**config.mk**
```make
export PLATFORM = sky130hd
export DESIGN_NAME = alu_exec
export DESIGN_NICKNAME = d
export VERILOG_FILES = /design/src/rtl/alu_exec_pkg.sv /design/src/rtl/alu_exec_mul_unit.sv /design/src/rtl/alu_exec.sv
export SDC_FILE = /design/constraint.sdc
export NUM_CORES = 1
export LEC_CHECK = 0
export CAP_MARGIN = 20
export CORE_UTILIZATION = 40
export DETAILED_ROUTE_END_ITERATION = 10
export GPL_TIMING_DRIVEN = 0
export SYNTH_ARGS = -nofsm -noshare
export SYNTH_HDL_FRONTEND = slang
export SYNTH_SLANG_ARGS = --single-unit
```
**constraint.sdc**
```tcl
create_clock -name clock -period 6.1 [get_ports clock]
set_input_delay 0.915 -clock clock [delete_from_list [all_inputs] [get_ports clock]]
set_output_delay 0.915 -clock clock [all_outputs]
set_load 0.05 [all_outputs]
```
**src/rtl/alu_exec_pkg.sv**
```systemverilog
// Shared types for the execute stage: opcodes, flag bit positions, FSM states.
package alu_exec_pkg;

  typedef enum logic [2:0] {
    ALU_ADD = 3'd0,
    ALU_SUB = 3'd1,
    ALU_AND = 3'd2,
    ALU_OR  = 3'd3,
    ALU_XOR = 3'd4,
    ALU_SHL = 3'd5,
    ALU_SHR = 3'd6,
    ALU_MUL = 3'd7
  } alu_op_e;

  // Bit positions inside the 4-bit flags vector {Z,N,C,V}.
  localparam int FLAG_V = 0;
  localparam int FLAG_C = 1;
  localparam int FLAG_N = 2;
  localparam int FLAG_Z = 3;

  typedef enum logic [1:0] {
    ST_IDLE     = 2'd0,
    ST_MUL_ITER = 2'd1,
    ST_DONE     = 2'd2
  } alu_state_e;

  // Pack individual flag bits into the architectural flags vector.
  function automatic logic [3:0] make_flags(input logic zero, input logic neg,
                                            input logic carry, input logic ovf);
    logic [3:0] f;
    f         = '0;
    f[FLAG_Z] = zero;
    f[FLAG_N] = neg;
    f[FLAG_C] = carry;
    f[FLAG_V] = ovf;
    return f;
  endfunction

endpackage

```
**src/rtl/alu_exec_mul_unit.sv**
```systemverilog
// Shift-add multiplier: one partial product per step, W steps per multiply.
// product is the accumulator value *after* the current step, so the caller can
// capture the final product on the same edge as the last step.
module alu_mul_unit
  import alu_exec_pkg::*;
#(
  parameter int W = 8
) (
  input  logic           clock,
  input  logic           reset,
  input  logic           load,
  input  logic           step,
  input  logic [W-1:0]   a_in,
  input  logic [W-1:0]   b_in,
  output logic           done,
  output logic [2*W-1:0] product
);

  localparam int CW = $clog2(W) + 1;

  logic [2*W-1:0] acc_q, acc_d;
  logic [2*W-1:0] a_q, a_d;
  logic [W-1:0]   b_q, b_d;
  logic [CW-1:0]  cnt_q, cnt_d;
  logic [2*W-1:0] acc_step;

  // Next-state of the datapath: load clears, step does one shift-add iteration.
  always_comb begin
    acc_step = acc_q + (b_q[0] ? a_q : '0);
    acc_d    = acc_q;
    a_d      = a_q;
    b_d      = b_q;
    cnt_d    = cnt_q;
    if (load) begin
      acc_d = '0;
      a_d   = {{W{1'b0}}, a_in};
      b_d   = b_in;
      cnt_d = '0;
    end else if (step) begin
      acc_d = acc_step;
      a_d   = a_q << 1;
      b_d   = b_q >> 1;
      cnt_d = cnt_q + 1'b1;
    end
  end

  assign done    = step && (cnt_q == CW'(W - 1));
  assign product = acc_step;

  // Datapath registers, cleared asynchronously so an aborted multiply leaves no trace.
  always_ff @(posedge clock or negedge reset) begin
    if (!reset) begin
      acc_q <= '0;
      a_q   <= '0;
      b_q   <= '0;
      cnt_q <= '0;
    end else begin
      acc_q <= acc_d;
      a_q   <= a_d;
      b_q   <= b_d;
      cnt_q <= cnt_d;
    end
  end

endmodule

```
**src/rtl/alu_exec.sv**
```systemverilog
// Execute stage: single-cycle ALU ops, multi-cycle shift-add MUL, registered
// result with a one-cycle result_valid pulse and a {Z,N,C,V} flags register.
// Handshake: start is taken only when busy is low; a start seen while busy is
// dropped, and result_valid is high for exactly one cycle per accepted op.
module alu_exec
  import alu_exec_pkg::*;
#(
  parameter int DATA_BUS_WIDTH = 8
) (
  input  logic                      clock,
  input  logic                      reset,
  input  logic                      start,
  input  alu_op_e                   op,
  input  logic [DATA_BUS_WIDTH-1:0] operand_a,
  input  logic [DATA_BUS_WIDTH-1:0] operand_b,
  output logic                      busy,
  output logic [DATA_BUS_WIDTH-1:0] result,
  output logic                      result_valid,
  output logic [3:0]                flags,
  output alu_state_e                state_dbg
);

  localparam int W = DATA_BUS_WIDTH;

  alu_state_e     state_q, state_d;
  logic [W-1:0]   result_q, result_d;
  logic [3:0]     flags_q, flags_d;
  logic [W:0]     sum_ext;
  logic [W-1:0]   alu_res;
  logic           alu_c, alu_v;
  logic           mul_load, mul_step, mul_done;
  logic [2*W-1:0] mul_product;

  alu_mul_unit #(.W(W)) u_mul (
    .clock   (clock),
    .reset   (reset),
    .load    (mul_load),
    .step    (mul_step),
    .a_in    (operand_a),
    .b_in    (operand_b),
    .done    (mul_done),
    .product (mul_product)
  );

  // Single-cycle ops; unknown encodings (and MUL, which never uses this path) fall to AND.
  always_comb begin
    sum_ext = '0;
    alu_res = operand_a & operand_b;
    alu_c   = 1'b0;
    alu_v   = 1'b0;
    case (op)
      ALU_ADD: begin
        sum_ext = {1'b0, operand_a} + {1'b0, operand_b};
        alu_res = sum_ext[W-1:0];
        alu_c   = sum_ext[W];
        alu_v   = (operand_a[W-1] == operand_b[W-1]) && (alu_res[W-1] != operand_a[W-1]);
      end
      ALU_SUB: begin
        sum_ext = {1'b0, operand_a} - {1'b0, operand_b};
        alu_res = sum_ext[W-1:0];
        alu_c   = sum_ext[W];
        alu_v   = (operand_a[W-1] != operand_b[W-1]) && (alu_res[W-1] != operand_a[W-1]);
      end
      ALU_OR:  alu_res = operand_a | operand_b;
      ALU_XOR: alu_res = operand_a ^ operand_b;
      ALU_SHL: begin
        alu_res = {operand_a[W-2:0], 1'b0};
        alu_c   = operand_a[W-1];
      end
      ALU_SHR: begin
        alu_res = {1'b0, operand_a[W-1:1]};
        alu_c   = operand_a[0];
      end
      default: alu_res = operand_a & operand_b;
    endcase
  end

  // FSM next-state plus result/flags capture and multiplier control.
  always_comb begin
    state_d  = state_q;
    result_d = result_q;
    flags_d  = flags_q;
    mul_load = 1'b0;
    mul_step = 1'b0;
    case (state_q)
      ST_IDLE: begin
        if (start) begin
          if (op == ALU_MUL) begin
            mul_load = 1'b1;
            state_d  = ST_MUL_ITER;
          end else begin
            result_d = alu_res;
            flags_d  = make_flags(alu_res == '0, alu_res[W-1], alu_c, alu_v);
            state_d  = ST_DONE;
          end
        end
      end
      ST_MUL_ITER: begin
        mul_step = 1'b1;
        if (mul_done) begin
          result_d = mul_product[W-1:0];
          flags_d  = make_flags(mul_product[W-1:0] == '0, mul_product[W-1],
                                |mul_product[2*W-1:W], 1'b0);
          state_d  = ST_DONE;
        end
      end
      ST_DONE: state_d = ST_IDLE;
      default: state_d = ST_IDLE;
    endcase
  end

  // State, result and flags registers.
  always_ff @(posedge clock or negedge reset) begin
    if (!reset) begin
      state_q  <= ST_IDLE;
      result_q <= '0;
      flags_q  <= '0;
    end else begin
      state_q  <= state_d;
      result_q <= result_d;
      flags_q  <= flags_d;
    end
  end

  assign busy         = (state_q != ST_IDLE);
  assign result_valid = (state_q == ST_DONE);
  assign result       = result_q;
  assign flags        = flags_q;
  assign state_dbg    = state_q;

endmodule

```
---- Word level (Yosys, flattened, before mapping) ----
Cells that the tools add are included.
Widths: inputs -> output; s select.
storage, ports and cells
  register bits ........................... 58
  logic and storage cells ................. 71
  output and inout bits ................... 16
operators by class
  add/sub/neg operators ................... 4
  reductions and logical operators ........ 13
  multiplexer cells ....................... 28
  equal/unequal tests ..................... 16
  bitwise logic cells ..................... 3
operators by type and width
  cell                 number
  $mux 16              5
  $pmux 8 s6           1
  $mux 8               5
  $mux 4               5
  $add 16x16->16       1
  $logic_not 8->1      2
  $pmux 8 s2           1
  $eq 3x3->1 const B   4
  $add 8x8->9          1
  $sub 8x8->9          1
  $and 8x8->8          1
  $or 8x8->8           1
  $pmux 4 s2           1
  $reduce_or 8->1      1
  $xor 8x8->8          1
  $mux 2               3
  $ne 2x2->1 const B   3
  $reduce_bool 2->1    3
  $add 4x1->4 const B  1
  $eq 4x3->1 const B   1
  $mux 1               4
  $pmux 1 s4           1
  $pmux 2 s2           1
  $reduce_and 4->1     1
  11 further kinds     15

---- Depth between registers and ports, before layout ----
Gate-level depths: netlist of run 1.
  depth after elaboration ................. 7
  depth in mapped cells ................... 11

---- Modules after synthesis ----
From an unflattened synthesis of run 1, not the netlist that was laid out.
unflattened totals
  cells, all modules ...................... 589
  area, all modules ....................... 4,957.3 µm²
modules (own cells, without submodules)
  module        cells an instance  area an instance (µm²)  instances
  alu_mul_unit  302                2,830.2                 1
  alu_exec      287                2,127.0                 1

---- Least setup slack after synthesis of run 1 ----
No wires, ideal clock.
  kind .................................... input to register
  from .................................... in operand_a[0]
  to ...................................... reg flags_q[3] (netlist: flags[3])
  setup time .............................. 0.082 ns
  required time ........................... 6.018 ns
  path buffers ............................ 0
  data arrival time ....................... 3.065 ns
  stages .................................. 11
  setup slack ............................. 2.953 ns
  path through ............................ inv_1 -> ha_1 -> fa_1 -> inv_1 -> mux4_2 -> a221oi_1 -> nand2_1 -> nor2_1 -> nand4b_1 -> or3_1 -> a31oi_1
on the way
  word-level cells in the longest chain between the ends .. 6
  elaborated cells between the ends (all ways) .. 10
ends and longest elaborated chain
  what                                       RTL line         text
  start: declaration                         alu_exec.sv:14   input logic [DATA_BUS_WIDTH-1:0] operand_a,
  $sub 8x8->9, or another cell as far along  alu_exec.sv:59   sum_ext = {1'b0, operand_a} - {1'b0, operand_b};
  $pmux 8 s6 (*)                             alu_exec.sv:51   case (op)
  $logic_not 8->1 (*)                        alu_exec.sv:93   flags_d = make_flags(alu_res == '0, alu_res[W-1], alu_c, alu_v);
  $mux 4 (*)                                 alu_exec.sv:88   if (op == ALU_MUL) begin
  $mux 4 (*)                                 alu_exec.sv:87   if (start) begin
  $pmux 4 s2 (*)                             alu_exec.sv:85   case (state_q)
  end signal: assignment                     alu_exec.sv:121  flags_q <= flags_d;
  end: declaration                           alu_exec.sv:27   logic [3:0] flags_q, flags_d;
Mark *: on every way between the ends. The rest lies on a longest branch, timed or not. The select of a mux whose other input is x is not followed.
A chain may end at the register's enable or synchronous reset.

---- Final worst setup path of run 1 ----
Ends and elaborated chain as after synthesis.

==> metrics.csv, run 1 <==
metric;value;unit
status;finished, final reports clean;
peak supply drop;0.2010;mV
Total Routing Usage GR;0.2459;
final antenna diode count;0;
most common flop cell mapped by yosys;dfrtp_1;
Design Power;0.001933;W
design area;5527;sq um
tightest slew margin relative to the limit;0.5945;
maxcap violations;0;
TritonCTS Buffers;9;
hold depth;2;
total number of yosys warnings;0;
Die Outline Area;12030;sq um
number of vias per cell after detailed routing;5.848;
via count of the first global-routing pass;4209;
post-detailed-route DRC marker count;0;
min setup slack post-route;2.241;ns
Slew Viols, Final;0;
unique cell type count in the Yosys netlist;76;
Std-Cell Core Area;11080;sq um
Core Rows;38;
startpoint types;primary input;
number of synthesized register bits;57;
Critical Path AT;4.11;ns
overall overflow remaining after global route;0;
number of buffers on the longest clock path;2;
Clock Sink Count;57;
final hold violation count;0;
# H-tree levels;3;
First-pass DRT Iterations;5;
hold_sp;u_mul.b_q[4]$_DFFE_PN0P_;
share of layout cells above drive strength 1;0.08388;
instance area at placement;5199;sq um
setup clock skew after layout;0.007593;ns
critical-path cell list;clkdlybuf4s50_1 -> inv_1 -> ha_1 -> fa_1 -> inv_1 -> mux4_2 -> a221oi_1 -> nand2_1 -> nor2_1 -> nand4b_1 -> or3_1 -> a31oi_1;
initial DRC count;353;
number of setup buffers added after CTS;0;
unrepaired setup endpoints after global routing;false;
antenna viol nets, final;0;
kind of critical path;primary input to flip-flop;
gp weighted congestion;0.8705;
Critical Path Sink Type;flip-flop;
crit path max fanout;4;
Final period util;0.6326;
Post-Route WL;13700;microns
EDFF count, synth;0;
Reg2Reg Launch Point;u_mul.b_q[0]$_DFFE_PN0P_;
Post-Syn Area;4638;sq um
antenna violations before repair;0;
library cell contributing the largest single delay on the critical path;clkdlybuf4s50_1;
detailed placement HPWL;10520;microns
register clock-pin slew on the reported worst setup and hold paths;0.06;ns
Starting Density;0.4187;
power per cell area;349.7;nW/um^2
setup_tns;0;ns
Area growth, synth to finish;19.15;%
number of cells upsized or downsized after cts;0;
buffers added on ports;37;
Synth async-reset ratio;1.000;
Mapped Nets;619;
reg-to-reg setup timing slack;2.62;ns
total of hold buffers inserted after clock tree synthesis;0;
Final Critical Period;3.859;ns
Worst-Margin Slew;0.6036;ns
# nets final;668;
wire length per cell after detailed routing;18.32;microns
share of synthesized area occupied by flip-flops and latches;0.3075;
Leak Pwr;2.515;nW
pin count of the biggest net entering global routing;34;
delay contributed by the slowest stage of the critical path;0.54;ns
height of the chip;109.7;microns
Vias;4374;
depth of the worst register-to-register path;11;
CTS tree;done;
cell at the root of the clock tree;clkbuf_16;
cell count after synthesis;554;
required time worst endpoint;6.36;ns
Hold Path Sink;u_mul.b_q[4]$_DFFE_PN0P_;
worst-case setup slack after placement;1.945;ns
cell type with the highest occurrence count on the critical path;inv_1;
Max Fclk;259.2;MHz
first-pass GRT wire length;22040;microns
end of the worst register-to-register path;flags[1]$_DFFE_PN0P_;
setup violation total in the final timing report;0;
syn avg cell area;8.372;sq um
Hold/Removal Path Class;flip-flop to flip-flop;
IO Count;38;
DIE WIDTH;109.7;microns
source-to-sink clock delay at the later pin of the worst-skew pair;0.34;ns
## per-layer routing
layer	GRT usage	wire length, microns
met5	0	0
met2	0.3733	6059
met1	0.3506	6658
met4	0.06762	209
met3	0.05276	774
## area by class of cell
| type | count | area [sq um] |
|---|---|---|
| Fill cell | 1086 | 5552 |
| Buffer | 30 | 173.9 |
| Inverter | 32 | 122.6 |
| Clock inverter | 7 | 102.6 |
| Multi-Input combinational cell | 435 | 2915 |
| Tap cell | 140 | 175.2 |
| Timing Repair Buffer | 38 | 385.4 |
| Sequential cell | 57 | 1426 |
| Clock buffer | 9 | 225.2 |
## how the worst max path moves through the flow
stage / from / endpoint / slack (ns) / depth (start not counted)
4_1_cts: operand_a[0] / flags[3]$_DFFE_PN0P_ / 2.29 / 12
3_5_place_dp: operand_a[0] / flags[3]$_DFFE_PN0P_ / 1.94 / 12
5_1_grt: operand_a[0] / flags[3]$_DFFE_PN0P_ / 2.12 / 12
6_report: operand_a[0] / flags[3]$_DFFE_PN0P_ / 2.24 / 12
2_1_floorplan: operand_a[0] / flags[3]$_DFFE_PN0P_ / 2.95 / 11
3_3_place_gp: operand_a[0] / flags[3]$_DFFE_PN0P_ / 1.92 / 12
## kinds of logic after synthesis
group                      share of synthesized area
AOI/OAI and AO/OA                             0.2414
DFF                                           0.3075
and+or+nand+nor                               0.2031
buffers and inverters                        0.06393
muxes                                        0.02158
xor gates and xnor gates                     0.04154
adders and majority gates                     0.1209
## layout by cell type, fill, tap and decap left out, types with 9 or more instances in the layout
| master | n |
|---|---|
| nand2_1 | 87 |
| dfrtp_1 | 57 |
| ha_1 | 40 |
| clkdlybuf4s50_1 | 36 |
| o21ai_0 | 33 |
| inv_1 | 30 |
| a21oi_1 | 30 |
| nor2_1 | 29 |
| and2_1 | 16 |
| clkbuf_1 | 16 |
| o22ai_1 | 16 |
| a22oi_1 | 15 |
| xnor2_1 | 13 |
| nor2b_1 | 12 |
| nor3_1 | 10 |
| xor2_1 | 9 |
| clkbuf_16 | 9 |
## synth_stat cells, types with 3 or more instances
| cell type | instances | area share |
|---|---|---|
| a22oi_1 | 15 | 0.024 |
| nand2_1 | 87 | 0.070 |
| nor2b_1 | 12 | 0.016 |
| o22ai_1 | 16 | 0.022 |
| a31oi_1 | 6 | 0.0081 |
| clkbuf_1 | 16 | 0.013 |
| a221oi_1 | 3 | 0.0057 |
| nand4_1 | 4 | 0.0054 |
| and3_1 | 3 | 0.0040 |
| buf_6 | 5 | 0.012 |
| dfrtp_1 | 57 | 0.31 |
| a21oi_1 | 30 | 0.032 |
| o21ai_0 | 33 | 0.036 |
| o211ai_1 | 3 | 0.0049 |
| or3_1 | 4 | 0.0054 |
| nor4_1 | 3 | 0.0040 |
| a21o_1 | 6 | 0.0097 |
| o21bai_1 | 4 | 0.0065 |
| nor2_1 | 29 | 0.023 |
| mux2_2 | 6 | 0.015 |
| ha_1 | 40 | 0.11 |
| nor3_1 | 10 | 0.011 |
| xnor2_1 | 13 | 0.025 |
| nand2b_1 | 5 | 0.0067 |
| xor2_1 | 9 | 0.017 |
| o31ai_1 | 3 | 0.0049 |
| fa_1 | 3 | 0.013 |
| buf_2 | 5 | 0.0054 |
| a22o_1 | 6 | 0.011 |
| or2_2 | 3 | 0.0040 |
| and2_1 | 16 | 0.022 |
| inv_1 | 30 | 0.024 |
| a21boi_0 | 3 | 0.0049 |
| o21a_1 | 4 | 0.0065 |
| nand3_1 | 7 | 0.0076 |
| a211oi_1 | 6 | 0.0097 |
## registers in the layout, indices dropped and copies added, names as in the netlist
register / count
u_mul.cnt_q: 4
flags: 4
u_mul.acc_q: 16
state_dbg: 2
result: 7
u_mul.a_q: 16
u_mul.b_q: 8
## worst max-delay path, delay by kind of cell
kind	cells	cell delay, ns
AO/OA/AOI/OAI	2	0.69
adder cells (fa/ha/maj)	2	0.72
buffers and inverters	3	0.68
multiplexers	1	0.45
AND/OR/NAND/NOR	4	0.65
## power breakdown
group	leakage (nW)	switching, W	total (W)	internal, W
Clock	0.157	0.000205	0.000567	0.000362
Combinational	1.63	0.000451	0.000755	0.000304
Sequential	0.732	0.0000999	0.000611	0.000511
## per-stage QoR
stage | hold slack, ns | instances | utilization
floorplan | 0.4463 | 554 | -
global placement | 0.4612 | 731 | 0.4679
detailed placement | 0.4676 | 732 | 0.4693
CTS | 0.4831 | 748 | 0.4989
global route | 0.5049 | 748 | 0.4989
finish | 0.4800 | 748 | 0.4989
(Power assumes the default switching activity.)
==> run 2, diff against run 1 <==
Clock period 6.1 ns to 3.93 ns, I/O delays scaled along.
==> results of run 2 <==
Same layout as run 1 (identical final DEF). Status: finished, final reports clean.
Main changes from that run: setup slack after placement 1.945 ns -> 0.1004 ns; clock-pin slew on the worst setup and hold paths 0.06 ns -> 0.05 ns; setup slack after layout 2.241 ns -> 0.3969 ns; hold slack 0.4800 ns -> 0.2638 ns; register-to-register setup slack 2.62 ns -> 0.45 ns; total power 0.001933 W -> 0.003000 W; worst IR drop on VDD 0.2010 mV -> 0.3121 mV
